$ cat src/rtl/or_out_capture_pkg.sv
// -----------------------------------------------------------------------------
// or_out_capture_pkg
// Shared constants and types for the OR_out bus capture block.
//   OR_OUT_WIDTH_DEF : default width of the captured y word
//   DEPTH_DEF        : default event FIFO depth (power of 2, >= 2)
//   TS_WIDTH_DEF     : default timestamp counter width
//   ptr_w()          : FIFO pointer / occupancy width (one extra MSB so that
//                      full and empty can be told apart)
//   entry_t          : one captured event at the default widths {data, ts}
// -----------------------------------------------------------------------------
package or_out_capture_pkg;

  localparam int OR_OUT_WIDTH_DEF = 8;
  localparam int DEPTH_DEF        = 8;
  localparam int TS_WIDTH_DEF     = 16;

  function automatic int ptr_w(input int depth);
    return $clog2(depth) + 1;
  endfunction

  localparam int PTR_W_DEF = ptr_w(DEPTH_DEF);

  typedef struct packed {
    logic [OR_OUT_WIDTH_DEF-1:0] data;
    logic [TS_WIDTH_DEF-1:0]     ts;
  } entry_t;

endpackage

$ cat src/rtl/or_out_capture_fifo.sv
// -----------------------------------------------------------------------------
// or_out_capture_fifo
// Synchronous first-word-fall-through FIFO holding captured events.
// Ports:
//   clk, rst      : clock, asynchronous active-low reset (flushes the FIFO)
//   push, wr_data : write request and entry; ignored when full unless a pop
//                   happens in the same cycle
//   pop           : remove the head entry; ignored when empty
//   rd_data       : head entry, all zeros when empty
//   full, empty   : occupancy flags
//   level         : number of stored entries (0..DEPTH)
// -----------------------------------------------------------------------------
module or_out_capture_fifo
  import or_out_capture_pkg::*;
#(
  parameter int WIDTH = 8,
  parameter int DEPTH = DEPTH_DEF
) (
  input  logic                      clk,
  input  logic                      rst,
  input  logic                      push,
  input  logic [WIDTH-1:0]          wr_data,
  input  logic                      pop,
  output logic [WIDTH-1:0]          rd_data,
  output logic                      full,
  output logic                      empty,
  output logic [ptr_w(DEPTH)-1:0]   level
);

  localparam int AW = $clog2(DEPTH);
  localparam int PW = ptr_w(DEPTH);

  logic [WIDTH-1:0] mem [DEPTH];
  logic [PW-1:0]    wr_ptr;
  logic [PW-1:0]    rd_ptr;
  logic             do_push;
  logic             do_pop;

  // Same index with differing MSB means the writer is a full lap ahead.
  assign empty   = (wr_ptr == rd_ptr);
  assign full    = (wr_ptr[AW-1:0] == rd_ptr[AW-1:0]) && (wr_ptr[PW-1] != rd_ptr[PW-1]);
  assign level   = wr_ptr - rd_ptr;
  assign do_pop  = pop && !empty;
  assign do_push = push && (!full || do_pop);

  // NOTE: sequential state is updated with non-blocking assignments only, so
  // every register samples the pre-edge value of its inputs.
  always_ff @(posedge clk or negedge rst) begin
    if (!rst) begin
      wr_ptr <= '0;
      rd_ptr <= '0;
    end else begin
      if (do_push) wr_ptr <= wr_ptr + PW'(1);
      if (do_pop)  rd_ptr <= rd_ptr + PW'(1);
    end
  end

  // NOTE: the storage array has no reset; the pointers alone decide which
  // slots hold valid data, and the empty mask below hides stale contents.
  always_ff @(posedge clk) begin
    if (do_push) mem[wr_ptr[AW-1:0]] <= wr_data;
  end

  assign rd_data = empty ? '0 : mem[rd_ptr[AW-1:0]];

endmodule

$ cat src/rtl/or_out_capture.sv
// -----------------------------------------------------------------------------
// or_out_capture
// Receive-side capture for the OR_out bus. Samples y every clock, records a
// baseline event on enable and a change event whenever the sampled value
// differs from the previous enabled sample, and queues events in a FWFT FIFO
// read over a valid/ready port.
// Configuration macro: OR_OUT_CAPTURE_TS_EN
//   defined   : free-running timestamp counter, rd_ts carries event time
//   undefined : no counter or timestamp storage, rd_ts reads 0
// Ports:
//   clk, rst          : clock, asynchronous active-low reset
//   y                 : OR_out bus result word
//   cap_en            : capture enable; dropping it re-arms the baseline
//   rd_valid/rd_ready : read handshake, pop on valid && ready
//   rd_data, rd_ts    : head entry (0 when empty)
//   level             : FIFO occupancy
//   overflow, clr_ovf : sticky drop flag and its clear (a new drop wins)
// -----------------------------------------------------------------------------
module or_out_capture
  import or_out_capture_pkg::*;
#(
  parameter int OR_out_WIDTH = OR_OUT_WIDTH_DEF,
  parameter int DEPTH        = DEPTH_DEF,
  parameter int TS_WIDTH     = TS_WIDTH_DEF
) (
  input  logic                     clk,
  input  logic                     rst,
  input  logic [OR_out_WIDTH-1:0]  y,
  input  logic                     cap_en,
  output logic                     rd_valid,
  input  logic                     rd_ready,
  output logic [OR_out_WIDTH-1:0]  rd_data,
  output logic [TS_WIDTH-1:0]      rd_ts,
  output logic [ptr_w(DEPTH)-1:0]  level,
  output logic                     overflow,
  input  logic                     clr_ovf
);

`ifdef OR_OUT_CAPTURE_TS_EN
  typedef struct packed {
    logic [OR_out_WIDTH-1:0] data;
    logic [TS_WIDTH-1:0]     ts;
  } slot_t;
`else
  typedef struct packed {
    logic [OR_out_WIDTH-1:0] data;
  } slot_t;
`endif

  logic [OR_out_WIDTH-1:0] y_q;
  logic [OR_out_WIDTH-1:0] y_prev;
  logic                    q_vld;   // y_q holds a real sample (first edge after reset done)
  logic                    armed;
  logic                    evt;
  logic                    pop;
  logic                    drop;
  logic                    full;
  logic                    empty;
  slot_t                   wr_slot;
  slot_t                   rd_slot;

`ifdef OR_OUT_CAPTURE_TS_EN
  logic [TS_WIDTH-1:0] ts;

  // Free-running; wraps silently.
  always_ff @(posedge clk or negedge rst) begin
    if (!rst) ts <= '0;
    else      ts <= ts + TS_WIDTH'(1);
  end
`endif

  // Sample stage and change-detector state.
  always_ff @(posedge clk or negedge rst) begin
    if (!rst) begin
      y_q    <= '0;
      y_prev <= '0;
      q_vld  <= 1'b0;
      armed  <= 1'b0;
    end else begin
      y_q   <= y;
      q_vld <= 1'b1;
      if (cap_en && q_vld) begin
        armed  <= 1'b1;
        y_prev <= y_q;
      end else if (!cap_en) begin
        armed  <= 1'b0;
      end
    end
  end

  // Unarmed: baseline event. Armed: event only on a change of the sample.
  assign evt  = cap_en && q_vld && (!armed || (y_q != y_prev));
  assign pop  = rd_valid && rd_ready;
  assign drop = evt && full && !pop;

  // NOTE: every always_comb output gets a default first so no path can
  // leave it unassigned and infer a latch.
  always_comb begin
    wr_slot      = '0;
    wr_slot.data = y_q;
`ifdef OR_OUT_CAPTURE_TS_EN
    wr_slot.ts   = ts;
`endif
  end

  always_ff @(posedge clk or negedge rst) begin
    if (!rst)         overflow <= 1'b0;
    else if (drop)    overflow <= 1'b1;
    else if (clr_ovf) overflow <= 1'b0;
  end

  or_out_capture_fifo #(
    .WIDTH ($bits(slot_t)),
    .DEPTH (DEPTH)
  ) u_fifo (
    .clk     (clk),
    .rst     (rst),
    .push    (evt),
    .wr_data (wr_slot),
    .pop     (pop),
    .rd_data (rd_slot),
    .full    (full),
    .empty   (empty),
    .level   (level)
  );

  assign rd_valid = !empty;
  assign rd_data  = rd_slot.data;
`ifdef OR_OUT_CAPTURE_TS_EN
  assign rd_ts    = rd_slot.ts;
`else
  assign rd_ts    = '0;
`endif

endmodule

$ cat config.mk
export PLATFORM = sky130hd
export DESIGN_NAME = or_out_capture
export DESIGN_NICKNAME = d
export VERILOG_FILES = /design/src/rtl/or_out_capture_pkg.sv /design/src/rtl/or_out_capture_fifo.sv /design/src/rtl/or_out_capture.sv
export SDC_FILE = /design/constraint.sdc
export NUM_CORES = 1
export LEC_CHECK = 0
export CORE_ASPECT_RATIO = 0.7
export CORE_MARGIN = 2
export CORE_UTILIZATION = 30
export CTS_CLUSTER_DIAMETER = 120
export DETAILED_ROUTE_END_ITERATION = 16
export MAX_ROUTING_LAYER = met4
export PLACE_DENSITY = 0.51
export SLEW_MARGIN = 30
export SYNTH_ARGS = -nofsm -noshare
export SYNTH_HDL_FRONTEND = slang
export SYNTH_HIERARCHICAL = 1
export SYNTH_SLANG_ARGS = --single-unit
$ cat constraint.sdc
create_clock -name clk -period 10 [get_ports clk]
set_input_delay 1.5 -clock clk [delete_from_list [all_inputs] [get_ports clk]]
set_output_delay 1.5 -clock clk [all_outputs]
set_load 0.005 [all_outputs]
After elaboration in Yosys (flattened, before gate mapping)
Memory sizes are Yosys's and may differ from the RTL's.
Index checks and enable logic that the tools add are counted.
{ "word_totals": {"ff_bits": 27, "latchBits": 0, "romBits": 0, "wordCells": 38, "output_inout_bits": 30, "n_memories": 1, "mem_bits_rw": 64} }
{ "mem_list": {"columns": ["memory", "depth", "word_bits", "read_ports", "rd_clocked_by_memory_dff", "write_ports", "line", "source"], "rows": [
  ["u_fifo.mem", 8, 8, 1, 0, 1, "or_out_capture_fifo.sv:33", "logic [WIDTH-1:0] mem [DEPTH];"]
]} }
{ "classes": {"n_bitwise": 0, "n_mux": 7, "n_lt_le_gt_ge": 0, "n_eq_ne": 5, "n_div": 0, "reduce_logical": 15, "addsub": 3, "n_shift": 0, "mul": 0} }
{ "op_table": {"columns": ["operator", "count"], "rows": [
  ["4-bit by 1-bit adder with 4-bit output, second input constant", 2],
  ["1-bit logical AND", 8],
  ["8-bit 2-to-1 mux", 1],
  ["8-bit inequality test", 1],
  ["1-bit 2-to-1 mux", 6],
  ["4-bit == test", 1],
  ["1-bit logical NOT", 4],
  ["4-bit subtractor", 1],
  ["3-bit == test", 1],
  ["1-bit logical OR", 2],
  ["2-bit by 1-bit inequality test with 1-bit output, second input constant", 1],
  ["2-bit nonzero test", 1],
  ["1-bit inequality test", 1]
]} }

Longest topological paths before layout
Gate-level depths: netlist of run 1.
{ "logic_depth": {"word_depth": 8, "depth_mapped": 12} }

Modules after synthesis
Netlist of run 1, hierarchy kept.
{ "by_module_without_submodules": {"columns": ["module", "cells_each", "area_per_inst_um2", "instances"], "rows": [
  ["or_out_capture_fifo", 190, 3044.2, 1],
  ["or_out_capture", 65, 842.1, 1]
]} }

Worst setup path before layout of run 1
No wires, ideal clock.
{ "synth_path": {"path_kind": "input-to-reg", "from": "input cap_en", "to": "memory u_fifo.mem[1][0] (enable)", "cell_stages": 4, "required_time_ns": 9.605, "arrival_time_ns": 2.976, "setup_time_ns": 0.395, "slack_ns": 6.629, "n_path_buf": 0, "cell_sequence": "nand2_2 -> nor2_1 -> nand2_1 -> nor4_1"} }
{ "synth_between": {"elab_chain_len": 5} }
{ "synth_lines": {"columns": ["element", "line", "source"], "rows": [
  ["from (decl)", "or_out_capture.sv:29", "input logic cap_en,"],
  ["1-bit logical AND (2 in a row)", "or_out_capture.sv:92", "assign evt = cap_en && q_vld && (!armed || (y_q != y_prev));"],
  ["net evt", "or_out_capture.sv:54", "logic evt;"],
  ["1-bit logical AND", "or_out_capture_fifo.sv:44", "assign do_push = push && (!full || do_pop);"],
  ["1-bit 2-to-1 mux", "or_out_capture_fifo.sv:61", "if (do_push) mem[wr_ptr[AW-1:0]] <= wr_data;"],
  ["1-bit 2-to-1 mux (implied by the code)", "or_out_capture_fifo.sv:61", null],
  ["to (decl)", "or_out_capture_fifo.sv:33", null]
]} }
The timed path passes the listed nets, and every way through them passes these cells.

Final worst setup path of run 1
{ "layout_path": {"from": "register u_fifo.wr_ptr[2]", "to": "output rd_data[2]"} }
{ "layout_between": {"elab_chain_len": 2} }
{ "layout_lines": {"columns": ["element", "line", "source"], "rows": [
  ["from (decl)", "or_out_capture_fifo.sv:34", "logic [PW-1:0] wr_ptr;"],
  ["from (signal assigned)", "or_out_capture_fifo.sv:53", "if (do_push) wr_ptr <= wr_ptr + PW'(1);"],
  ["4-bit == test", "or_out_capture_fifo.sv:40", "assign empty = (wr_ptr == rd_ptr);"],
  ["8-bit 2-to-1 mux", "or_out_capture_fifo.sv:64", "assign rd_data = empty ? '0 : mem[rd_ptr[AW-1:0]];"],
  ["to (decl)", "or_out_capture.sv:32", "output logic [OR_out_WIDTH-1:0] rd_data,"]
]} }
No other way between the ends.

==> results.txt, run 1 <==
status = finished with violations
violated checks = DRC
first-pass GRT wire length = 11.9 mm
Sink Count = 91
post-synthesis sequential area ratio = 0.668
share of post-route cells with drive strength above 1 = 0.123
CP Launch Type = flop
cts repair resizes = 0
placed inst area = 4280 µm²
cell internal pwr = 0.000911 W
total core area = 12500 µm²
most common cell in the netlist = edfxtp_1
via count = 2085
Antenna Nets Post-Route = 0
EDFF count, synth = 64
CTS Buffer Depth = 2
final-report hold violation count = 0
Crit. End Element = output port
area leader, netlist = edfxtp_1
die width = 140 µm
Comb pwr share = 0.382
Sw Pwr = 0.000416 W
postcts setup bufs = 0
share of flip-flops with an asynchronous set or reset = 0.297
Worst slew margin = 0.371
largest net degree at the start of global routing = 37
worst-path fanout max = 12
via/cell ratio = 4.59
DRC Markers = 3
fill count = 1190
Cell Area, Synth = 3890 µm²
Detailed Route WL = 7.58 mm
GRT overflow = 0
Reg clk slew, reported paths = 0.06 ns
port buffer count = 26
initial antenna violation count = 0
Synth warnings = 6
first-pass iteration count of the detailed router = 10
die area = 13900 µm²
Power Dens Cells = 290 nW/µm²
Initial Util = 0.310
Final setup viols = 0
Pleak = 1.74 nW
unrepaired setup endpoints after global routing = false
Reg power frac = 0.371
hold buffers post-CTS = 0
synth top area cells = edfxtp_1 (49%), dfrtp_1 (17%), mux2i_1 (8.2%)
Most used DFF post-synth = edfxtp_1
Area Overhead vs Synth = 17.6%
antenna cells = 0
classification of the worst setup path = reg2out
register bit total from synthesis = 91
Avg Inst Size Synth = 15.2 µm²
crit path DAT = 2.68 ns
Hold WC Path Type = reg2reg
Multi-input gate area = 1150 µm²
final period utilization = 0.418
CTS Buf Count = 9
WL/cell = 16.7 µm
FF/Latch Area = 2600 µm²
Final Hold Slack = 0.496 ns
GR Util All Layers = 0.122
setup TNS = 0 ns
Peak supply drop = 96.9 µV
Max-Cap Viols = 0
Cells after Synth = 255
fin area = 4570 µm²
Synth cell types = 38
Slew Viols, Final = 0
CTS H-tree lvls = 3
vias in the first global route = 2044
drt initial violations = 101
DIE HEIGHT = 99.2 µm
crit path time final = 4.18 ns
GPL Wtd Cong = 0.749
Yosys top cell area share = 0.495
sw frac = 0.313
Tightest Pin Transition = 0.940 ns
Clock power frac = 0.247
CP required = 8.50 ns
fmax = 239 MHz
CTS root buf = clkbuf_16
clk_lat worst skew = 0.34 ns
Cell Rows = 34
clock skew = 0.00782 ns
hpwl dp = 5.10 mm
Layout Nets = 306
Ports = 43
Post-synth top cells = edfxtp_1 (64), mux2i_1 (32), dfrtp_1 (27)
CTS tree = built
## critical path: stages (launching register included)
cell and delay [ns]:
dfrtp_1 0.49, ha_1 0.40, nand4_1 0.44, nand2_1 0.09, a221oi_1 0.34, clkdlybuf4s50_1 0.59
## power by group through the flow
stage	Clock, W	Combinational, W	Sequential (W)
2_1_floorplan	0	0.000312	0.000488
3_3_place_gp	0	0.000515	0.000499
3_5_place_dp	0	0.000517	0.000500
4_1_cts	0.000338	0.000519	0.000493
5_1_grt	0.000351	0.000558	0.000500
6_report	0.000328	0.000507	0.000492
## metal layers
metal	vias to the layer above	track usage	wire length [µm]
li1	974	-	-
met1	1049	0.167	3650
met2	51	0.175	3460
met3	11	0.0347	374
met4	0	0.0373	92
met5	-	-	0
## stage by stage
step	std cells	setup slack, ns	utilization	power [W]
CTS	454	5.75	0.364	0.00135
detailed placement	438	6.04	0.341	0.00102
floorplan	270	6.63	-	0.000801
finish	454	5.82	0.364	0.00133
global route	454	5.63	0.364	0.00141
global placement	438	6.09	0.341	0.00101
## final cells by class
class / instances / area share
flip-flops and latches: 91 / 0.569
multi-input cells: 145 / 0.252
repair buffers: 30 / 0.0635
clock buffers: 12 / 0.0539
well taps: 162 / 0.0443
clock inverters: 4 / 0.00931
inverters: 10 / 0.00821
## layout by cell type (no fill, tap or decap), drive strengths merged, types with 4 or more instances in the layout
cell type	Yosys	routed
a221oi	8	8
a22oi	8	8
buf	23	4
clkbuf	1	12
clkdlybuf4s50	0	26
conb	2	17
dfrtp	27	27
edfxtp	64	64
ha	5	5
inv	10	10
mux2	10	10
mux2i	32	32
nand2	13	13
nand3	7	7
nor2	6	6
nor3	6	6
xnor2	16	16
## flip-flops by register name (all words and copies together), names as in the netlist
| name | flops |
|---|---|
| u_fifo/rd_ptr | 4 |
| wr_slot | 8 |
| u_fifo/wr_ptr | 4 |
| armed | 1 |
| q_vld | 1 |
| u_fifo/mem | 64 |
| y_prev | 8 |
| overflow | 1 |
## cell families after synthesis
family	count (synthesis)	synth area share
adder cells (fa/ha/maj)	6	0.0212
AND/OR/NAND/NOR	42	0.0563
XOR/XNOR	17	0.0402
multiplexers	42	0.112
other	2	0.00193
flip-flops	91	0.668
buffers and inverters	34	0.0534
AO/OA/AOI/OAI	21	0.0460
## worst paths after layout
kind / from / to / slack (ns) / cells past startpoint
worst max-delay path: u_fifo/wr_ptr[2] / rd_data[2] / 5.82 / 5
worst min-delay path: q_vld / armed / 0.50 / 1
worst max register to register: u_fifo/wr_ptr[2] / u_fifo/mem[3][7] / 6.66 / 6
worst min register to register: q_vld / armed / 0.50 / 1
max in group asynchronous: rst / u_fifo/rd_ptr[1] / 8.18 / 2
min in group asynchronous: rst / wr_slot[5] / 1.54 / 2
Note: power is estimated with default switching activity, not from simulation.
==> run 2, diff against run 1 <==
--- a/config.mk
+++ b/config.mk
@@ -11,7 +11,7 @@
 export CTS_CLUSTER_DIAMETER = 120
 export DETAILED_ROUTE_END_ITERATION = 16
 export MAX_ROUTING_LAYER = met4
-export PLACE_DENSITY = 0.51
+export PLACE_DENSITY = 0.53
 export SLEW_MARGIN = 30
 export SYNTH_ARGS = -nofsm -noshare
 export SYNTH_HDL_FRONTEND = slang
==> constraint.sdc (replaced) <==
create_clock -name clk -period 3.54 [get_ports clk]
set_input_delay 0.531 -clock clk [delete_from_list [all_inputs] [get_ports clk]]
set_output_delay 0.531 -clock clk [all_outputs]
set_load 0.005 [all_outputs]
==> results.txt, run 2 (synthesis results as in run 1) <==
Power Dens Cells = 816 nW/µm² (+180%)
RR Endpoint = u_fifo/mem[7][6]
slowest stage delay, CP = 0.57 ns (-0.02 ns)
Pleak = 1.76 nW (+1.5%)
Reg clk slew, reported paths = 0.06 ns (about the same)
Ports = 43 (unchanged)
Crit. End Element = output port
Antenna Nets Post-Route = 0 (unchanged)
CTS root buf = clkbuf_16
fmax = 316 MHz
CTS tree = built
Final setup viols = 0 (unchanged)
most frequent cells in the layout = edfxtp_1 (64), mux2i_1 (32), dfrtp_1 (26)
worst r2r src = u_fifo/wr_ptr[2]
via count = 2068 (-0.82%)
WL/cell = 15.8 µm (-5.4%)
slowest stage cell on the critical path = clkdlybuf4s50_1
CP required = 3.01 ns (-5.49 ns)
initial antenna violation count = 0 (unchanged)
first-pass iteration count of the detailed router = 12 (+2)
total core area = 12500 µm² (unchanged)
Max-Cap Viols = 0 (unchanged)
Cell Rows = 34 (unchanged)
status = finished with violations
Pwr Total = 0.00376 W (+180%)
clk_lat worst skew = 0.33 ns (about the same)
CTS Buf Count = 9 (unchanged)
postcts setup bufs = 0 (unchanged)
CTS H-tree lvls = 3 (unchanged)
crit path DAT = 2.63 ns (-0.05 ns)
worst-path fanout max = 12 (unchanged)
Hold WC Path Type = in2async
CTS Buffer Depth = 2 (unchanged)
most common cell after layout, fill and taps aside = edfxtp_1
largest net degree at the start of global routing = 25 (-32%)
first-pass GRT wire length = 11.6 mm (-2.9%)
Worst slew margin = 0.455 (+0.0840)
DRC Markers = 4 (+1)
DIE HEIGHT = 99.2 µm (unchanged)
port buffer count = 26 (unchanged)
Final Hold Slack = 0.150 ns (-0.346 ns)
GPL Wtd Cong = 0.779 (+4.0%)
Reg2Reg Depth = 6 (unchanged)
unrepaired setup endpoints after global routing = false
GR Util All Layers = 0.114 (-0.00765)
worst slack at placement = 0.707 ns (-5.33 ns)
die width = 140 µm (unchanged)
drt initial violations = 135 (+34%)
hold buffers post-CTS = 0 (unchanged)
fin worst setup slack = 0.380 ns (-5.44 ns)
antenna cells = 0 (unchanged)
Initial Util = 0.310 (unchanged)
fill count = 1188 (-0.17%)
Area Overhead vs Synth = 18.4%
clock skew = 0.00577 ns (-0.00205 ns)
cts repair resizes = 0 (unchanged)
classification of the worst setup path = reg2out
Tightest Pin Transition = 0.814 ns (-0.126 ns)
Slew Viols, Final = 0 (unchanged)
crit path time final = 3.16 ns
die area = 13900 µm² (unchanged)
Sink Count = 91 (unchanged)
CP Launch Type = flop
number of flip-flops in the largest register = 64 (unchanged)
Peak supply drop = 320 µV (+230%)
vias in the first global route = 2105 (+3.0%)
share of post-route cells with drive strength above 1 = 0.144 (+0.0210)
hpwl dp = 5.09 mm (-0.24%)
GRT overflow = 0 (unchanged)
setup TNS = 0 ns (unchanged)
critical path, cell by cell = ha_1 > nand4_1 > nand2_1 > a221oi_1 > clkdlybuf4s50_1
Detailed Route WL = 7.27 mm (-4.1%)
flop-to-flop setup slack = 0.76 ns (-5.90 ns)
Layout Nets = 312 (+2.0%)
final period utilization = 0.893
via/cell ratio = 4.50 (-2.1%)
violated checks = DRC
final-report hold violation count = 0 (unchanged)
run 2: per-stage QoR:
step                utilization  cell area (µm²)  std cells
floorplan                     -             3940        270
global placement          0.344             4310        444
detailed placement        0.344             4310        444
CTS                       0.367             4610        460
global route              0.367             4600        460
finish                    0.367             4600        460
run 2: final cells by class:
cell class | count | area (µm²) | share of cell area
clock buffers | 10 | 229 | 0.0498
well taps | 162 | 203 | 0.0441
repair buffers | 36 | 330 | 0.0718
inverters | 10 | 37.5 | 0.00816
clock inverters | 6 | 65.1 | 0.0141
multi-input cells | 145 | 1140 | 0.247
flip-flops and latches | 91 | 2600 | 0.565
run 2: power breakdown:
part           switching, W  internal, W
registers          0.000115      0.00127
clock network      0.000379     0.000548
logic              0.000685     0.000754
total               0.00118      0.00258
run 2: per-layer routing:
metal	up-vias	part of all wire	global-route usage
li1	985	-	-
met1	1031	0.49	0.155
met2	50	0.46	0.170
met3	2	0.047	0.0318
met4	0	0.0036	0.0280
met5	-	0	-
run 2: how the worst max path moves through the flow:
stage	startpoint	end	slack [ns]
after floorplan	u_fifo/rd_ptr[1]	u_fifo/mem[1][0]	0.19
after global placement	u_fifo/wr_ptr[2]	rd_data[3]	0.81
after CTS	u_fifo/wr_ptr[2]	rd_data[1]	0.32
after global routing	u_fifo/wr_ptr[2]	rd_data[1]	0.20
after detailed placement	u_fifo/wr_ptr[2]	rd_data[1]	0.71
final	u_fifo/wr_ptr[2]	rd_data[1]	0.38
run 2: worst max-delay path: cells and delay by family, from the launching register on:
| family | cells | cell delay [ns] |
|---|---|---|
| flip-flops | 1 | 0.48 |
| buffers and inverters | 1 | 0.57 |
| adder cells (fa/ha/maj) | 1 | 0.39 |
| AND/OR/NAND/NOR | 2 | 0.56 |
| AO/OA/AOI/OAI | 1 | 0.30 |
